==> src/rtl/fft_twiddle_mult_pkg.sv <==
// Shared widths, fixed-point constants and sample type for the FFT twiddle multiplier.
// Samples are Q1.15, twiddles Q2.14; products are renormalised by TW_FRAC bits.
package fft_twiddle_mult_pkg;

    localparam int DATA_W   = 16;
    localparam int TW_W     = 16;
    localparam int ADDR_W   = 5;
    localparam int TW_DEPTH = 28;

    localparam int TW_FRAC  = 14;
    localparam int ACC_W    = DATA_W + TW_W + 1;

    // Half an output LSB, added before the shift for round-half-up.
    localparam logic signed [ACC_W-1:0]  RND_CONST = ACC_W'(2 ** (TW_FRAC - 1));
    localparam logic signed [DATA_W-1:0] SAT_MAX   = DATA_W'(2 ** (DATA_W - 1) - 1);
    localparam logic signed [DATA_W-1:0] SAT_MIN   = DATA_W'(-(2 ** (DATA_W - 1)));

    typedef struct packed {
        logic signed [DATA_W-1:0] re;
        logic signed [DATA_W-1:0] im;
    } cplx_t;

endpackage

==> src/rtl/fft_cmult_round_sat.sv <==
// Complex multiply by a twiddle with round-half-up and saturation.
// E2 registers the four partial products, E3 registers the rounded/saturated result.
module fft_cmult_round_sat #(
    parameter int DATA_W = fft_twiddle_mult_pkg::DATA_W,
    parameter int TW_W   = fft_twiddle_mult_pkg::TW_W
) (
    input  logic                     clk,
    input  logic                     rst_n,
    input  logic                     i_vld,
    input  logic                     i_last,
    input  logic signed [DATA_W-1:0] i_re,
    input  logic signed [DATA_W-1:0] i_im,
    input  logic signed [TW_W-1:0]   i_c,
    input  logic signed [TW_W-1:0]   i_d,
    output logic                     o_vld,
    output logic                     o_last,
    output logic signed [DATA_W-1:0] o_re,
    output logic signed [DATA_W-1:0] o_im,
    output logic                     o_sat_hit
);
    import fft_twiddle_mult_pkg::*;

    localparam int PROD_W = DATA_W + TW_W;
    localparam int SUM_W  = PROD_W + 1;
    localparam logic signed [SUM_W-1:0] LIM_HI = SUM_W'(SAT_MAX);
    localparam logic signed [SUM_W-1:0] LIM_LO = SUM_W'(SAT_MIN);

    function automatic logic signed [SUM_W-1:0] round_shift(input logic signed [SUM_W-1:0] acc);
        logic signed [SUM_W-1:0] biased;
        biased = acc + SUM_W'(RND_CONST);
        return biased >>> TW_FRAC;
    endfunction

    function automatic logic clipped(input logic signed [SUM_W-1:0] v);
        return (v > LIM_HI) || (v < LIM_LO);
    endfunction

    function automatic logic signed [DATA_W-1:0] saturate(input logic signed [SUM_W-1:0] v);
        logic signed [DATA_W-1:0] res;
        if (v > LIM_HI) begin
            res = LIM_HI[DATA_W-1:0];
        end else if (v < LIM_LO) begin
            res = LIM_LO[DATA_W-1:0];
        end else begin
            res = v[DATA_W-1:0];
        end
        return res;
    endfunction

    logic                     r_vld_p2;
    logic                     r_last_p2;
    logic signed [PROD_W-1:0] r_prr_p2;
    logic signed [PROD_W-1:0] r_pii_p2;
    logic signed [PROD_W-1:0] r_prd_p2;
    logic signed [PROD_W-1:0] r_pic_p2;
    logic                     r_vld_p3;
    logic                     r_last_p3;
    logic signed [DATA_W-1:0] r_re_p3;
    logic signed [DATA_W-1:0] r_im_p3;
    logic signed [SUM_W-1:0]  w_re_rnd;
    logic signed [SUM_W-1:0]  w_im_rnd;
    logic                     w_clip_re;
    logic                     w_clip_im;

    // E2: partial products
    always_ff @(posedge clk or negedge rst_n) begin
        if (!rst_n) begin
            r_vld_p2 <= 1'b0;
        end else begin
            r_vld_p2 <= i_vld;
        end
    end

    always_ff @(posedge clk) begin
        if (i_vld) begin
            r_prr_p2  <= PROD_W'(i_re) * PROD_W'(i_c);
            r_pii_p2  <= PROD_W'(i_im) * PROD_W'(i_d);
            r_prd_p2  <= PROD_W'(i_re) * PROD_W'(i_d);
            r_pic_p2  <= PROD_W'(i_im) * PROD_W'(i_c);
            r_last_p2 <= i_last;
        end
    end

    always_comb begin
        w_re_rnd  = round_shift(SUM_W'(r_prr_p2) - SUM_W'(r_pii_p2));
        w_im_rnd  = round_shift(SUM_W'(r_prd_p2) + SUM_W'(r_pic_p2));
        w_clip_re = clipped(w_re_rnd);
        w_clip_im = clipped(w_im_rnd);
    end

    // E3: rounded, saturated outputs; held while no sample arrives
    always_ff @(posedge clk or negedge rst_n) begin
        if (!rst_n) begin
            r_vld_p3  <= 1'b0;
            r_last_p3 <= 1'b0;
            r_re_p3   <= '0;
            r_im_p3   <= '0;
        end else begin
            r_vld_p3 <= r_vld_p2;
            if (r_vld_p2) begin
                r_last_p3 <= r_last_p2;
                r_re_p3   <= saturate(w_re_rnd);
                r_im_p3   <= saturate(w_im_rnd);
            end
        end
    end

    assign o_sat_hit = r_vld_p2 && (w_clip_re || w_clip_im);
    assign o_vld     = r_vld_p3;
    assign o_last    = r_last_p3;
    assign o_re      = r_re_p3;
    assign o_im      = r_im_p3;

endmodule

==> src/rtl/fft_twiddle_mult.sv <==
// FFT twiddle multiplier: fetches w from an external synchronous ROM pair and
// streams x*w with a fixed 4-cycle latency, plus sticky error flags and a frame counter.
module fft_twiddle_mult #(
    parameter int DATA_W   = fft_twiddle_mult_pkg::DATA_W,
    parameter int TW_W     = fft_twiddle_mult_pkg::TW_W,
    parameter int ADDR_W   = fft_twiddle_mult_pkg::ADDR_W,
    parameter int TW_DEPTH = fft_twiddle_mult_pkg::TW_DEPTH
) (
    input  logic                     clk,
    input  logic                     rst_n,
    input  logic                     in_valid,
    input  logic signed [DATA_W-1:0] in_re,
    input  logic signed [DATA_W-1:0] in_im,
    input  logic [ADDR_W-1:0]        in_tw_idx,
    input  logic                     in_last,
    input  logic                     clear_flags,
    output logic [ADDR_W-1:0]        tw_addr,
    input  logic signed [TW_W-1:0]   tw_re_data,
    input  logic signed [TW_W-1:0]   tw_im_data,
    output logic                     out_valid,
    output logic signed [DATA_W-1:0] out_re,
    output logic signed [DATA_W-1:0] out_im,
    output logic                     out_last,
    output logic                     sat_flag,
    output logic                     idx_err,
    output logic [7:0]               frame_cnt
);
    import fft_twiddle_mult_pkg::*;

    // One extra bit so a depth equal to 2**ADDR_W still compares correctly.
    localparam logic [ADDR_W:0] DEPTH_LIM = (ADDR_W + 1)'(TW_DEPTH);

    logic              r_vld_p0;
    logic              r_vld_p1;
    logic              r_last_p0;
    logic              r_last_p1;
    cplx_t             r_smp_p0;
    cplx_t             r_smp_p1;
    logic [ADDR_W-1:0] r_tw_addr;
    logic              r_sat_flag;
    logic              r_idx_err;
    logic [7:0]        r_frame_cnt;
    logic              w_idx_bad;
    logic              w_sat_hit;
    logic              w_out_valid;
    logic              w_out_last;

    assign w_idx_bad = in_valid && ({1'b0, in_tw_idx} >= DEPTH_LIM);

    // E0: issue ROM address, capture sample; E1: ROM data lands alongside the sample
    always_ff @(posedge clk or negedge rst_n) begin
        if (!rst_n) begin
            r_vld_p0  <= 1'b0;
            r_vld_p1  <= 1'b0;
            r_tw_addr <= '0;
        end else begin
            r_vld_p0 <= in_valid;
            r_vld_p1 <= r_vld_p0;
            if (in_valid) begin
                r_tw_addr <= in_tw_idx;
            end
        end
    end

    always_ff @(posedge clk) begin
        if (in_valid) begin
            r_smp_p0.re <= in_re;
            r_smp_p0.im <= in_im;
            r_last_p0   <= in_last;
        end
        if (r_vld_p0) begin
            r_smp_p1  <= r_smp_p0;
            r_last_p1 <= r_last_p0;
        end
    end

    fft_cmult_round_sat #(
        .DATA_W (DATA_W),
        .TW_W   (TW_W)
    ) u_cmult (
        .clk       (clk),
        .rst_n     (rst_n),
        .i_vld     (r_vld_p1),
        .i_last    (r_last_p1),
        .i_re      (r_smp_p1.re),
        .i_im      (r_smp_p1.im),
        .i_c       (tw_re_data),
        .i_d       (tw_im_data),
        .o_vld     (w_out_valid),
        .o_last    (w_out_last),
        .o_re      (out_re),
        .o_im      (out_im),
        .o_sat_hit (w_sat_hit)
    );

    // Sticky flags: a new event on the same edge as clear_flags keeps the flag set.
    always_ff @(posedge clk or negedge rst_n) begin
        if (!rst_n) begin
            r_sat_flag  <= 1'b0;
            r_idx_err   <= 1'b0;
            r_frame_cnt <= '0;
        end else begin
            if (w_sat_hit) begin
                r_sat_flag <= 1'b1;
            end else if (clear_flags) begin
                r_sat_flag <= 1'b0;
            end
            if (w_idx_bad) begin
                r_idx_err <= 1'b1;
            end else if (clear_flags) begin
                r_idx_err <= 1'b0;
            end
            if (w_out_valid && w_out_last) begin
                r_frame_cnt <= r_frame_cnt + 8'd1;
            end
        end
    end

    assign tw_addr   = r_tw_addr;
    assign out_valid = w_out_valid;
    assign out_last  = w_out_last;
    assign sat_flag  = r_sat_flag;
    assign idx_err   = r_idx_err;
    assign frame_cnt = r_frame_cnt;

endmodule

==> config.mk <==
export PLATFORM = sky130hd
export DESIGN_NAME = fft_twiddle_mult
export DESIGN_NICKNAME = d
export VERILOG_FILES = /design/src/rtl/fft_twiddle_mult_pkg.sv /design/src/rtl/fft_cmult_round_sat.sv /design/src/rtl/fft_twiddle_mult.sv
export SDC_FILE = /design/constraint.sdc
export NUM_CORES = 2
export LEC_CHECK = 0
export ABC_CLOCK_PERIOD_IN_PS = 9600
export CAP_MARGIN = 20
export CORE_ASPECT_RATIO = 0.5
export CORE_MARGIN = 2
export CORE_UTILIZATION = 50
export DETAILED_ROUTE_END_ITERATION = 16
export PLACE_DENSITY = 0.66
export SLEW_MARGIN = 20
export SYNTH_ARGS = -nofsm -noshare
export SYNTH_HDL_FRONTEND = slang
export SYNTH_HIERARCHICAL = 1
export SYNTH_SLANG_ARGS = --single-unit
==> constraint.sdc <==
create_clock -name clk -period 9.6 [get_ports clk]
set_input_delay 1.44 -clock clk [delete_from_list [all_inputs] [get_ports clk]]
set_output_delay 1.44 -clock clk [all_outputs]
set_load 0.005 [all_outputs]
==> results.cfg <==
[outcome]
status = finished clean

[synthesis]
synth_edf_count = 195
async_flop_share_pct = 21.1
synth_area_leaders = fa_1, edfxtp_1, ha_1
yosys_warnings = 6
synth_most_common_cell = inv_1
ys_seq_area_share_pct = 14.2
synthCells = 5126
synth.top_cell.area_share_pct = 41.6
yosysTopAreaCell = fa_1
synth_ff_type = edfxtp_1
syn_area_sq_mm = 0.0504
yosysUniqueCellTypes = 82
synth_nets = 6699
synth_seq_cells = 247
netlist_top_cells_count = inv_1, fa_1, nand2_1
avgSynthCellArea_sq_um = 9.83

[cells_and_area]
regArea_sq_mm = 0.00716
final-instance-count-excl-fill = 6574
syn2layout_area_growth_pct = 8.28
fillerInstances = 8879
final_nets = 6779
multi_input_area_sq_mm = 0.0379
layout-drive-gt1-share_pct = 4.69
fin_util_pct = 54.6

[sta]
fin_setup_tns_ns = 0
finalMaxSlewViolations = 0
finalHoldViolCount = 0
setup_viol = 0
fin_skew_ns = 0.0337
grt_setup_unrepaired = no
max_freq_ghz = 0.114
timing.final.crit_share_pct = 91.2
slew-limit-headroom_pct = 21.8
worstMarginPinSlew_ns = 1.17
fin_crit_ns = 8.75

[critical_path]
r2r-end = u_cmult/r_prd_p2[29]
crit_type = in2reg
reg2reg_from = r_smp_p1[28]
start_kind = primary input
crit_arrival_ns = 9.07
max_stage_delay_ns = 1.11
end_kind = register
slowest_stage = clkdlybuf4s50_1
crit_top_cell = fa_1
worstPathCellList = clkdlybuf4s50_1 > nand2_1 > fa_1 > inv_1 > fa_1 > fa_1 > fa_1 > fa_1 > inv_1 > fa_1 > inv_1 > ha_1 > and3_1 > nand3_1 > nor3b_1 > buf_4 > o311a_1 > o21ai_0 > nand2b_1 > a21o_1 > a211oi_1 > buf_4 > xnor2_1
reg2reg_slack_ns = 1.57
cp.required_ns = 9.92
crit_fanout = 13
reg2reg_depth = 24

[place]
place.gp.congestion = 0.908
dp_cells = 6517
dp_hpwl_mm = 108
io_buffers = 122

[clocking]
cts.clk_slew.worst_paths_ns = 0.07
cts_tree = yes
h-tree-depth = 1
cts_hold_buf = 0
post_cts.repair.setup_buffers = 0
cts-root-buf = clkbuf_16
clkSinkCount = 247
clockBufferDepth = 3
numCtsBuffers = 28
post_cts_resize_count = 0
clkLatencyLatePin_ns = 0.67

[detailed_routing]
postRouteAntennaNets = 0
dr.first_iter.drc_count = 2686
wl_mm = 133
vias = 34900
drc_errors = 0
viasPerCell = 5.30
wl_per_cell_um = 20.2
drtPass1Iterations = 8

[floorplanning]
start_util_pct = 50.4
core_area_sq_mm = 0.100
row_count = 82
design.die.area_sq_mm = 0.104
die_w_um = 453
pin_count = 123
fp.dieH_um = 229

[global_route]
grt_pass1_wl_mm = 214
grt_remaining_overflow = 0
grt_usage_pct = 26.8
antenna_found_initial = 4
first_global_vias = 36700
grt_start_max_net_pins = 72

[min_path]
hold_end = u_cmult/r_last_p2
hold_start = r_last_p1
holdPathStages = 0
min_path_type = reg2reg

[flow_run]
maxCapViolCount = 0
==> how the worst max path moves through the flow <==
stage | start | endpoint | slack [ns] | cells after the start
4_1_cts | tw_im_data[8] | u_cmult/r_prd_p2[29] | 1.06 | 26
3_5_place_dp | tw_im_data[8] | u_cmult/r_prd_p2[29] | 0.39 | 26
6_report | tw_im_data[8] | u_cmult/r_prd_p2[29] | 0.85 | 23
3_3_place_gp | tw_im_data[8] | u_cmult/r_prd_p2[29] | 0.41 | 26
5_1_grt | tw_im_data[8] | u_cmult/r_prd_p2[29] | 0.53 | 26
2_1_floorplan | tw_re_data[1] | u_cmult/r_prr_p2[31] | 1.83 | 25
==> area by class of cell <==
| cell class | count | share of cell area, % |
|---|---|---|
| Antenna cell | 3 | 0.0138 |
| Tap cell | 1344 | 3.08 |
| Multi-Input combinational cell | 3474 | 69.5 |
| Timing Repair Buffer | 257 | 4.17 |
| Inverter | 1198 | 8.24 |
| Clock inverter | 21 | 0.550 |
| Sequential cell | 247 | 13.1 |
| Clock buffer | 30 | 1.30 |
==> state kept, by name, summed over array words and instances (netlist names), 16 cells and up <==
| signal | cells |
|---|---|
| r_smp_p0 | 32 |
| r_smp_p1 | 32 |
| u_cmult/r_pic_p2 | 32 |
| u_cmult/r_pii_p2 | 32 |
| u_cmult/r_prd_p2 | 32 |
| u_cmult/r_prr_p2 | 32 |
| u_cmult/o_im | 16 |
| u_cmult/o_re | 16 |
==> layout by cell type, fill, tap and decap left out, types with 15 or more instances in the layout <==
cell type           n
nand2_1           549
a211oi_1           17
xnor2_1           129
ha_1              451
clkdlybuf4s50_1   117
a21o_1             57
o21a_1             15
a21oi_1           145
fa_1             1048
edfxtp_1          195
o21ai_0            65
nor3_1             25
nand2b_1           33
inv_1            1197
nand3_1            28
nor2_1            137
buf_4             129
dfrtp_1            50
clkbuf_16          28
o21bai_1           25
xor2_1             56
and2_1            508
==> metrics by stage <==
stage / setup WS (ns) / cell area (sq um) / hold WS (ns)
global route: 0.531 / 54600 / 0.424
detailed placement: 0.392 / 53500 / 0.405
CTS: 1.06 / 54500 / 0.409
floorplan: 1.83 / 50400 / 0.400
finish: 0.849 / 54600 / 0.410
global placement: 0.415 / 53500 / 0.400
==> critical path, delay by kind of cell <==
kind                     cells  cell delay (ns)
AND/OR/NAND/NOR              5             1.18
AO/OA/AOI/OAI                4             0.64
XOR/XNOR                     1             0.68
adder cells (fa/ha/maj)      7             3.46
buffers and inverters        6             1.65
==> routing by layer <==
| layer | part of all wire, % | vias up | GRT usage, % | wire length (um) |
|---|---|---|---|---|
| met3 | 12 | 114 | 8.08 | 15500 |
| met5 | 0.0098 | - | 0 | 13 |
| li1 | - | 15600 | - | - |
| met4 | 2.0 | 2 | 4.60 | 2620 |
| met2 | 40 | 1382 | 36.9 | 52900 |
| met1 | 47 | 17800 | 41.9 | 62000 |
==> logic make-up (layout without fill, tap and decap cells) <==
| family | count (synthesis) | count (layout) | share of synthesized area [%] |
|---|---|---|---|
| simple gates | 1365 | 1365 | 13.5 |
| buf+inv | 1405 | 1506 | 10.5 |
| mux | 7 | 7 | 0.156 |
| xor+xnor | 185 | 185 | 3.21 |
| flops | 247 | 247 | 14.2 |
| other cells | 0 | 3 | 0 |
| compound gates | 418 | 418 | 5.61 |
| fa+ha+maj | 1499 | 1499 | 52.8 |
Power is not shown: default switching activity piles up to over one toggle a cycle in this logic, so the estimate is an artifact.
